**config.mk**
```make
export PLATFORM = sky130hd
export DESIGN_NAME = uart_baud_ctrl
export DESIGN_NICKNAME = d
export VERILOG_FILES = /design/src/rtl/uart_baud_ctrl.sv
export SDC_FILE = /design/constraint.sdc
export NUM_CORES = 1
export LEC_CHECK = 0
export ABC_AREA = 1
export CORE_MARGIN = 3
export CORE_UTILIZATION = 29
export DETAILED_ROUTE_END_ITERATION = 8
export GPL_ROUTABILITY_DRIVEN = 0
export HOLD_SLACK_MARGIN = 0.1
export SYNTH_ARGS = -nofsm -noshare
export SYNTH_HDL_FRONTEND = slang
export SYNTH_SLANG_ARGS = --single-unit
export TNS_END_PERCENT = 50
```
**constraint.sdc**
```tcl
create_clock -name clk -period 2.6 [get_ports clk]
set_input_delay 0.52 -clock clk [delete_from_list [all_inputs] [get_ports clk]]
set_output_delay 0.52 -clock clk [all_outputs]
set_load 0.02 [all_outputs]
```
**src/rtl/uart_baud_ctrl.sv**
```systemverilog
`default_nettype none
// +--------------------------------------------------------------------------+
// | Module   : uart_baud_ctrl                                                |
// | Brief    : UART baud timing: oversampling divisor, TX bit strobes and    |
// |            RX mid-bit sample strobes, with runtime divisor reload.       |
// | Revision : 1.0 - initial release                                         |
// +--------------------------------------------------------------------------+
module uart_baud_ctrl #(
  parameter int CLK_FREQ = 50_000_000,
  parameter int BAUD     = 9600,
  parameter int OSR      = 16,
  parameter int DIV_W    = 16,
  parameter int DEF_DIV  = CLK_FREQ / (BAUD * OSR)
) (
  input  logic             clk,
  input  logic             rst,
  input  logic             cfg_wr,
  input  logic [DIV_W-1:0] cfg_div,
  output logic             cfg_busy,
  output logic             cfg_err,
  output logic [DIV_W-1:0] cur_div,
  input  logic             tx_en,
  input  logic             rx_start,
  input  logic             rx_stop,
  output logic             os_tick,
  output logic             tx_bit_tick,
  output logic             rx_sample,
  output logic             rx_active
);

  localparam int                c_os_w    = (OSR > 1) ? $clog2(OSR) : 1;
  localparam logic [DIV_W-1:0]  c_def_div = DIV_W'(DEF_DIV);
  localparam logic [c_os_w-1:0] c_os_last = c_os_w'(OSR - 1);
  localparam logic [c_os_w-1:0] c_os_mid  = c_os_w'(OSR / 2 - 1);

  typedef enum logic [0:0] {
    S_IDLE = 1'b0,
    S_RUN  = 1'b1
  } rx_state_t;

  logic [DIV_W-1:0]  r_div_cnt;
  logic [DIV_W-1:0]  r_cur_div;
  logic [DIV_W-1:0]  r_pending;
  logic              r_busy;
  logic              r_err;
  logic              r_os_tick;
  logic [c_os_w-1:0] r_tx_os;
  logic [c_os_w-1:0] r_rx_os;
  rx_state_t         r_rx_state;

  logic [DIV_W-1:0]  w_div_cnt_nxt;
  logic [DIV_W-1:0]  w_cur_div_nxt;
  logic              w_wr_ok;
  logic              w_wr_bad;
  rx_state_t         w_rx_state_nxt;
  logic [c_os_w-1:0] w_rx_os_nxt;
  logic              w_rx_sample;
  logic              w_rx_active;

  // A pending divisor only takes over at a period boundary, so no period is cut short.
  always_comb begin
    w_wr_ok       = cfg_wr && !r_busy && (cfg_div >= DIV_W'(2));
    w_wr_bad      = cfg_wr && !r_busy && (cfg_div <  DIV_W'(2));
    w_div_cnt_nxt = r_os_tick ? '0 : r_div_cnt + DIV_W'(1);
    w_cur_div_nxt = (r_os_tick && r_busy) ? r_pending : r_cur_div;
  end

  always_ff @(posedge clk) begin
    if (!rst) begin
      r_div_cnt <= '0;
      r_cur_div <= c_def_div;
      r_pending <= '0;
      r_busy    <= 1'b0;
      r_err     <= 1'b0;
      r_os_tick <= 1'b0;
    end else begin
      r_div_cnt <= w_div_cnt_nxt;
      r_cur_div <= w_cur_div_nxt;
      r_os_tick <= (w_div_cnt_nxt == w_cur_div_nxt - DIV_W'(1));
      r_err     <= w_wr_bad;
      if (w_wr_ok) begin
        r_pending <= cfg_div;
        r_busy    <= 1'b1;
      end else if (r_os_tick && r_busy) begin
        r_busy    <= 1'b0;
      end
    end
  end

  always_ff @(posedge clk) begin
    if (!rst) begin
      r_tx_os <= '0;
    end else if (!tx_en) begin
      r_tx_os <= '0;
    end else if (r_os_tick) begin
      r_tx_os <= (r_tx_os == c_os_last) ? '0 : r_tx_os + c_os_w'(1);
    end
  end

  always_ff @(posedge clk) begin
    if (!rst) begin
      r_rx_state <= S_IDLE;
      r_rx_os    <= '0;
    end else begin
      r_rx_state <= w_rx_state_nxt;
      r_rx_os    <= w_rx_os_nxt;
    end
  end

  // Starting resets the phase so the tick coincident with rx_start is not counted.
  always_comb begin
    w_rx_state_nxt = r_rx_state;
    w_rx_os_nxt    = r_rx_os;
    w_rx_sample    = 1'b0;
    w_rx_active    = 1'b0;
    case (r_rx_state)
      S_IDLE: begin
        if (rx_start) begin
          w_rx_state_nxt = S_RUN;
          w_rx_os_nxt    = '0;
        end
      end
      S_RUN: begin
        w_rx_active = 1'b1;
        w_rx_sample = r_os_tick && (r_rx_os == c_os_mid);
        if (rx_stop) begin
          w_rx_state_nxt = S_IDLE;
          w_rx_os_nxt    = '0;
        end else if (r_os_tick) begin
          w_rx_os_nxt = (r_rx_os == c_os_last) ? '0 : r_rx_os + c_os_w'(1);
        end
      end
      default: begin
        w_rx_state_nxt = S_IDLE;
        w_rx_os_nxt    = '0;
      end
    endcase
  end

  assign cfg_busy    = r_busy;
  assign cfg_err     = r_err;
  assign cur_div     = r_cur_div;
  assign os_tick     = r_os_tick;
  assign tx_bit_tick = tx_en && r_os_tick && (r_tx_os == c_os_last);
  assign rx_sample   = w_rx_sample;
  assign rx_active   = w_rx_active;

endmodule
`default_nettype wire

```
# Word level (Yosys, flattened, before mapping)
# Cells that the tools add are included.
[word_totals]
regBits = 60
elab_cells = 48
[op_classes]
add_sub_neg = 4
order_cmp = 2
eq_ne = 6
mux = 15
bitwise_logic = 1
n_reduce_logical = 11
[ops]
columns = ["op", "n"]
rows = [
  ["2-to-1 mux 16 bit", 2],
  ["2-to-1 mux 4 bit", 5],
  ["adder 16 x 1 -> 16 bit (second input constant)", 1],
  ["equality test 16 bit", 1],
  [">= comparator 16 x 2 -> 1 bit (second input constant)", 1],
  ["< comparator 16 x 2 -> 1 bit (second input constant)", 1],
  ["subtractor 16 x 1 -> 16 bit (second input constant)", 1],
  ["adder 4 x 1 -> 4 bit (second input constant)", 2],
  ["equality test 4 bit (second input constant)", 2],
  ["case mux 4 bit (2 select lines)", 1],
  ["logical AND 1 bit", 7],
  ["2-to-1 mux 1 bit", 6],
  ["equality test 4 x 3 -> 1 bit (second input constant)", 1],
  ["AND reduction 2 bit", 2],
  ["inequality test 3 bit (second input constant)", 1],
  ["inequality test 2 bit (second input constant)", 1],
  ["case mux 1 bit (2 select lines)", 1],
  ["nonzero test 2 bit", 1],
  ["zero test 1 bit", 1],
  ["inverter 1 bit", 1],
]

# Longest topological paths before layout
# Gate-level depths: netlist (run 1).
[depth]
ltp_word = 5
depth_mapped = 17
ltp_nobuf = 16

# Worst setup path after synthesis (run 1)
# OpenSTA, ideal clock, no wires.
[synth_timing]
path_type = "flip-flop to flip-flop"
startpoint = "register r_busy (netlist: cfg_busy)"
endpoint = "register r_os_tick (netlist: os_tick)"
arrival_time_ns = 2.116
required_ns = 2.527
setup_slack_ns = 0.411
stages_incl_launch_ff = 15
path_cell_list = "dfxtp_1 buf_6 nand2_8 o21ai_2 ha_1 nand3_1 nor2_2 nand3_1 nand2_1 nand3_1 nand2_1 nand2_1 nor2_1 nand2_1 nor3_2"
[synth_via]
elab_chain_len = 4
[synth_lines]
columns = ["element", "line", "source"]
rows = [
  ["start: declaration", "44", "logic r_busy;"],
  ["start signal: assignment", "73", "r_busy <= 1'b0;"],
  ["start signal: assignment", "83", "r_busy <= 1'b1;"],
  ["start signal: assignment", "85", "r_busy <= 1'b0;"],
  ["logical AND 1 bit", "65", "w_cur_div_nxt = (r_os_tick && r_busy) ? r_pending : r_cur_div;"],
  ["2-to-1 mux 16 bit", "65", ""],
  ["subtractor 16 x 1 -> 16 bit", "79", "r_os_tick <= (w_div_cnt_nxt == w_cur_div_nxt - DIV_W'(1));"],
  ["equality test 16 bit", "79", ""],
  ["end signal: assignment", "79", ""],
  ["end: declaration", "46", "logic r_os_tick;"],
]
# Every way passes these cells.
# A chain may end at the register's enable or synchronous reset.

# Worst setup path after layout (run 1)
[layout_timing]
startpoint = "register r_os_tick (netlist: os_tick)"
endpoint = "output port tx_bit_tick"
[layout_via]
elab_chain_len = 2
[layout_lines]
columns = ["element", "line", "source"]
rows = [
  ["logical AND 1 bit (2 in series)", "144", "assign tx_bit_tick = tx_en && r_os_tick && (r_tx_os == c_os_last);"],
  ["end: declaration", "26", "output logic tx_bit_tick,"],
]
# Every way passes these cells.

==> results of run 1 <==
-- kinds of logic after synthesis --
family                   count (synthesis)
AND/OR/NAND/NOR                        371
flip-flops                              60
AO/OA/AOI/OAI                           55
adder cells (fa/ha/maj)                  4
buffers and inverters                   91
-- stage by stage --
stage,hold WS (ps),power [mW]
floorplan,438,1.08
CTS,475,2.35
finish,473,2.33
detailed placement,465,1.15
global placement,457,1.15
global route,498,2.42
-- worst max-delay path, delay by kind of cell (launching register included) --
| kind | cells | cell delay [ps] |
|---|---|---|
| buf+inv | 2 | 860 |
| flops | 1 | 420 |
| simple gates | 2 | 340 |
-- where the power goes --
| group | switching, mW | internal (mW) | leakage [nW] |
|---|---|---|---|
| Combinational | 0.0903 | 0.0705 | 1.37 |
| Clock | 0.409 | 0.785 | 0.151 |
| Sequential | 0.0218 | 0.950 | 0.489 |
-- synth_stat cells (all sizes together) --
library cell | instances | area [um2]
a211oi | 2 | 15.0
a21oi | 22 | 110
buf | 10 | 97.6
clkbuf | 9 | 33.8
clkinv | 1 | 3.75
dfxtp | 60 | 1200
ha | 4 | 50.1
inv | 71 | 267
nand2 | 171 | 721
nand3 | 79 | 413
nand3b | 3 | 22.5
nand4 | 6 | 37.5
nor2 | 92 | 400
nor3 | 13 | 70.1
nor3b | 1 | 7.51
nor4 | 4 | 25.0
o211ai | 1 | 7.51
o21a | 1 | 7.51
o21ai | 28 | 144
o21bai | 1 | 7.51
or2 | 2 | 12.5
-- worst max path at each step --
stage / start / to / slack (ps) / depth (start not counted)
after floorplan: cfg_busy$_SDFFE_PN0P_ / os_tick$_SDFF_PN0_ / 410 / 14
after global placement: tx_en / tx_bit_tick / 290 / 3
after detailed placement: tx_en / tx_bit_tick / 280 / 3
after CTS: os_tick$_SDFF_PN0_ / tx_bit_tick / 10 / 4
final: os_tick$_SDFF_PN0_ / tx_bit_tick / 130 / 4
after global routing: os_tick$_SDFF_PN0_ / tx_bit_tick / 20 / 4
-- layer usage --
metal	vias to the layer above	part of all wire
li1	1942	-
met1	1715	0.48
met2	66	0.47
met3	9	0.040
met4	0	0.012
met5	-	0
-- final cells by class --
cell class	instances	area (um2)
inverters	72	270
clock inverters	4	48.8
repair buffers	52	514
fillers	1310	7610
well taps	168	210
multi-input cells	430	2060
flip-flops and latches	60	1200
clock buffers	11	253
-- state kept, by name, summed over array words and instances, names as in the netlist --
register    cells
os_tick         1
r_div_cnt      16
r_rx_os         4
r_pending      16
cfg_busy        1
r_tx_os         4
r_rx_state      1
cur_div        16
cfg_err         1
-- repair_timing --
action	4_1_cts	5_1_grt
pin swaps	0	0
setup endpoints to repair	1	3
hold buffers	0	0
resized for setup	1	2
==> flow_summary.ini, run 1 <==
[die]
die_width_um = 118
pin_count = 44
core_mm2 = 0.0122
fp.dieH_um = 118
dieArea_mm2 = 0.0140
std_cell_rows = 40
start_util = 0.300

[place]
dp.cells = 782
placed_cell_area_mm2 = 0.00424
io_buffers = 43
hpwl_mm = 7.69
pre_cts_slack_ps = 283

[sta]
maxSlewHeadroom = 0.594
post-route-period-util = 0.952
rsz0062_at_grt = no
skew_ps = 6.71
fin_crit_ps = 2470
final-setup-viol-count = 0
worstMarginPinSlew_ps = 608
finalMaxSlewViolations = 0
fmax_mhz = 404
layout_setup_ws_ps = 125
hold_violations = 0
tns_ps = 0

[worst_setup_path]
regToRegSetupSlack_ps = 410
path_max_fanout = 19
start_kind = flip-flop
rr_endpoint = os_tick$_SDFF_PN0_
slowest_stage = clkdlybuf4s50_1
r2r-start = cfg_busy$_SDFFE_PN0P_
crit_required_ps = 2080
path_cells = buf_6 > nand3_1 > nor3b_1 > clkdlybuf4s50_1
reg2reg_depth = 15
max_stage_delay_ps = 630
path_class = flip-flop to output pin
crit_path_end_kind = output pin
cp_data_arrival_time_ps = 1950

[global_route]
grt_use_met3 = 0.0344
met2_usage = 0.237
grt_pass1_vias = 3518
grt_util_met1 = 0.191
overflow = 0
grtUsageTotal = 0.145
antenna_found_initial = 0
top_usage_layer = met2
grt_first_pass_wirelength_mm = 16.8
grt_max_degree = 25

[worst_hold_path]
min_to = r_pending[5]$_SDFFE_PN0P_
hold_start = r_pending[5]$_SDFFE_PN0P_
hold-path-cell-count = 2
hp-class = flip-flop to flip-flop

[yosys]
syn_avg_cell_area_um2 = 6.29
synth-compound-area-share = 0.0798
seq_area_frac_synth = 0.329
synth-simple-area-share = 0.468
synth-seq-cells = 60
synthXorXnorAreaFrac = 0
synth_area_mm2 = 0.00365
yosysWarnings = 0
synthDistinctLibCells = 35
synth_top_family_by_area = simple AND/OR/NAND/NOR gates
synth.mux.area_fraction = 0
synthAdderAreaFrac = 0.0137
syn_inst = 581
synth_nets = 607

[power_and_ir_drop]
p_leak_nw = 2.01
p_per_area_mw_per_mm2 = 511
ir_worst_vdd_uv = 280

[routing]
dr.pass1.iters = 4
viasPerCell = 4.68
drtAntennaViolNets = 0
routed_wl_mm = 9.85
vias = 3732
drtIter0Drc = 228
route.detailed.drc = 0
post_drt_wl_per_cell_um = 12.4

[clocking]
htree_levels = 3
root_buffer = clkbuf_16
cts_setup_buffers = 0
cts_tree = yes
cts.path.max_buffers = 2
clock-sinks = 60
cts_buffers = 9
clk_pin_slew_ps = 50
clock_latency_ps = 330

[layout]
stdcell_count = 797
syn2layout_area_growth_pct = 24.7
fin_area_mm2 = 0.00455
most-common-layout-cells = nand2_1 (149), nor2_1 (78), nand3_1 (77), inv_1 (68), dfxtp_1 (59)
drive_gt1_frac = 0.111
fin_util = 0.374
layout_commonest_cell = nand2_1
finalNetCount = 651
antenna_cells = 0

[run_status]
run_status = complete, no violations

[flow_run]
drv_cap = 0
No activity file was read; power rests on OpenSTA's default activity.
==> run 2, diff against run 1 <==
--- a/config.mk
+++ b/config.mk
@@ -8,6 +8,7 @@
 export ABC_AREA = 1
 export CORE_MARGIN = 3
 export CORE_UTILIZATION = 29
+export CTS_BUF_LIST = sky130_fd_sc_hd__clkbuf_4 sky130_fd_sc_hd__clkbuf_8
 export DETAILED_ROUTE_END_ITERATION = 8
 export GPL_ROUTABILITY_DRIVEN = 0
 export HOLD_SLACK_MARGIN = 0.1
==> flow_summary.ini, run 2 (same netlist as run 1, synthesis figures left out) <==
[run_status]
run_status = complete, no violations

[clocking]
cts_buffers = 9
cts_tree = yes
htree_levels = 3
clock_latency_ps = 330
clock-sinks = 60
cts.path.max_buffers = 2
cts_setup_buffers = 0
clk_pin_slew_ps = 70
holdBufCountCts = 0
post_cts_resized = 1
root_buffer = clkbuf_8

[layout]
layout_commonest_cell = nand2_1
antenna_cells = 0
finalNetCount = 651
num-fill-cells = 1318
syn2layout_area_growth_pct = 21.9
drive_gt1_frac = 0.111
multi_input_comb_area_mm2 = 0.00206
register_area_mm2 = 0.00120
most-common-layout-cells = nand2_1 (149), nor2_1 (78), nand3_1 (77), inv_1 (68), dfxtp_1 (59)

[routing]
vias = 3720
route.detailed.drc = 0
viasPerCell = 4.67
dr.pass1.iters = 5
drtAntennaViolNets = 0
post_drt_wl_per_cell_um = 12.2
routed_wl_mm = 9.75
drtIter0Drc = 242

[global_route]
grtUsageTotal = 0.143
overflow = 0
grt_first_pass_wirelength_mm = 16.7
grt_max_degree = 25
grt_pass1_vias = 3508
antenna_found_initial = 0

[sta]
hold_slack_ps = 478
finalMaxSlewViolations = 0
skew_ps = 7.57
rsz0062_at_grt = no
worstMarginPinSlew_ps = 606
hold_violations = 0
final-setup-viol-count = 0
fin_crit_ps = 2480
fmax_mhz = 403
tns_ps = 0
maxSlewHeadroom = 0.596
post-route-period-util = 0.954

[die]
pin_count = 44
core_mm2 = 0.0122
die_width_um = 118
std_cell_rows = 40
fp.dieH_um = 118
start_util = 0.300
dieArea_mm2 = 0.0140

[worst_setup_path]
start_kind = flip-flop
crit_required_ps = 2080
reg2reg_depth = 15
path_max_fanout = 19
regToRegSetupSlack_ps = 420
crit_path_end_kind = output pin
path_class = flip-flop to output pin
rr_endpoint = os_tick$_SDFF_PN0_
r2r-start = cfg_busy$_SDFFE_PN0P_
cp_data_arrival_time_ps = 1960

[power_and_ir_drop]
p_leak_nw = 1.96
ir_worst_vdd_uv = 301
p_per_area_mw_per_mm2 = 446

[flow_run]
drv_cap = 0

[worst_hold_path]
min_to = r_pending[5]$_SDFFE_PN0P_
hold_start = r_pending[5]$_SDFFE_PN0P_
hold-path-cell-count = 2
hp-class = flip-flop to flip-flop

[place]
hpwl_mm = 7.69
io_buffers = 43
-- run 2: layout make-up --
cell class	count	area share
multi-input cells	430	0.462
flip-flops and latches	60	0.270
repair buffers	52	0.115
inverters	72	0.0607
well taps	168	0.0472
clock buffers	11	0.0340
clock inverters	4	0.0110
-- run 2: routing by layer --
layer | part of all wire | up-vias | GRT usage
met1 | 0.48 | 1719 | 0.193
met2 | 0.47 | 58 | 0.235
met3 | 0.036 | 6 | 0.0325
met4 | 0.0095 | 0 | 0.0286
li1 | - | 1937 | -
met5 | 0 | - | 0
-- run 2: through the flow --
step | total power, mW | utilization | setup slack, ps | instance area [um2] | cells
after floorplan | 1.08 | - | 411 | 3650 | 581
after global placement | 1.15 | 0.349 | 289 | 4240 | 782
after detailed placement | 1.15 | 0.349 | 283 | 4240 | 782
after CTS | 2.01 | 0.366 | 2.69 | 4450 | 797
after global routing | 2.07 | 0.366 | 0.0249 | 4450 | 797
final | 1.99 | 0.366 | 120 | 4450 | 797
-- run 2: worst max-delay path, cell delays in order, from the launching register on --
cell and delay (ps):
dfxtp_2 420, buf_6 230, nand3_1 150, nor3b_1 190, clkdlybuf4s50_1 630
-- run 2: worst max path at each step --
stage / slack, ps / start / end
final: 120 / os_tick$_SDFF_PN0_ / tx_bit_tick
after global routing: 0.02 / os_tick$_SDFF_PN0_ / tx_bit_tick
after CTS: 3 / os_tick$_SDFF_PN0_ / tx_bit_tick
after detailed placement: 280 / tx_en / tx_bit_tick
after global placement: 290 / tx_en / tx_bit_tick
after floorplan: 410 / cfg_busy$_SDFFE_PN0P_ / os_tick$_SDFF_PN0_
-- run 2: power by group --
part | switching (mW) | total, mW | internal, mW
Clock | 0.366 | 0.854 | 0.488
Combinational | 0.0906 | 0.161 | 0.0705
Sequential | 0.0217 | 0.970 | 0.949
Total | 0.478 | 1.99 | 1.51
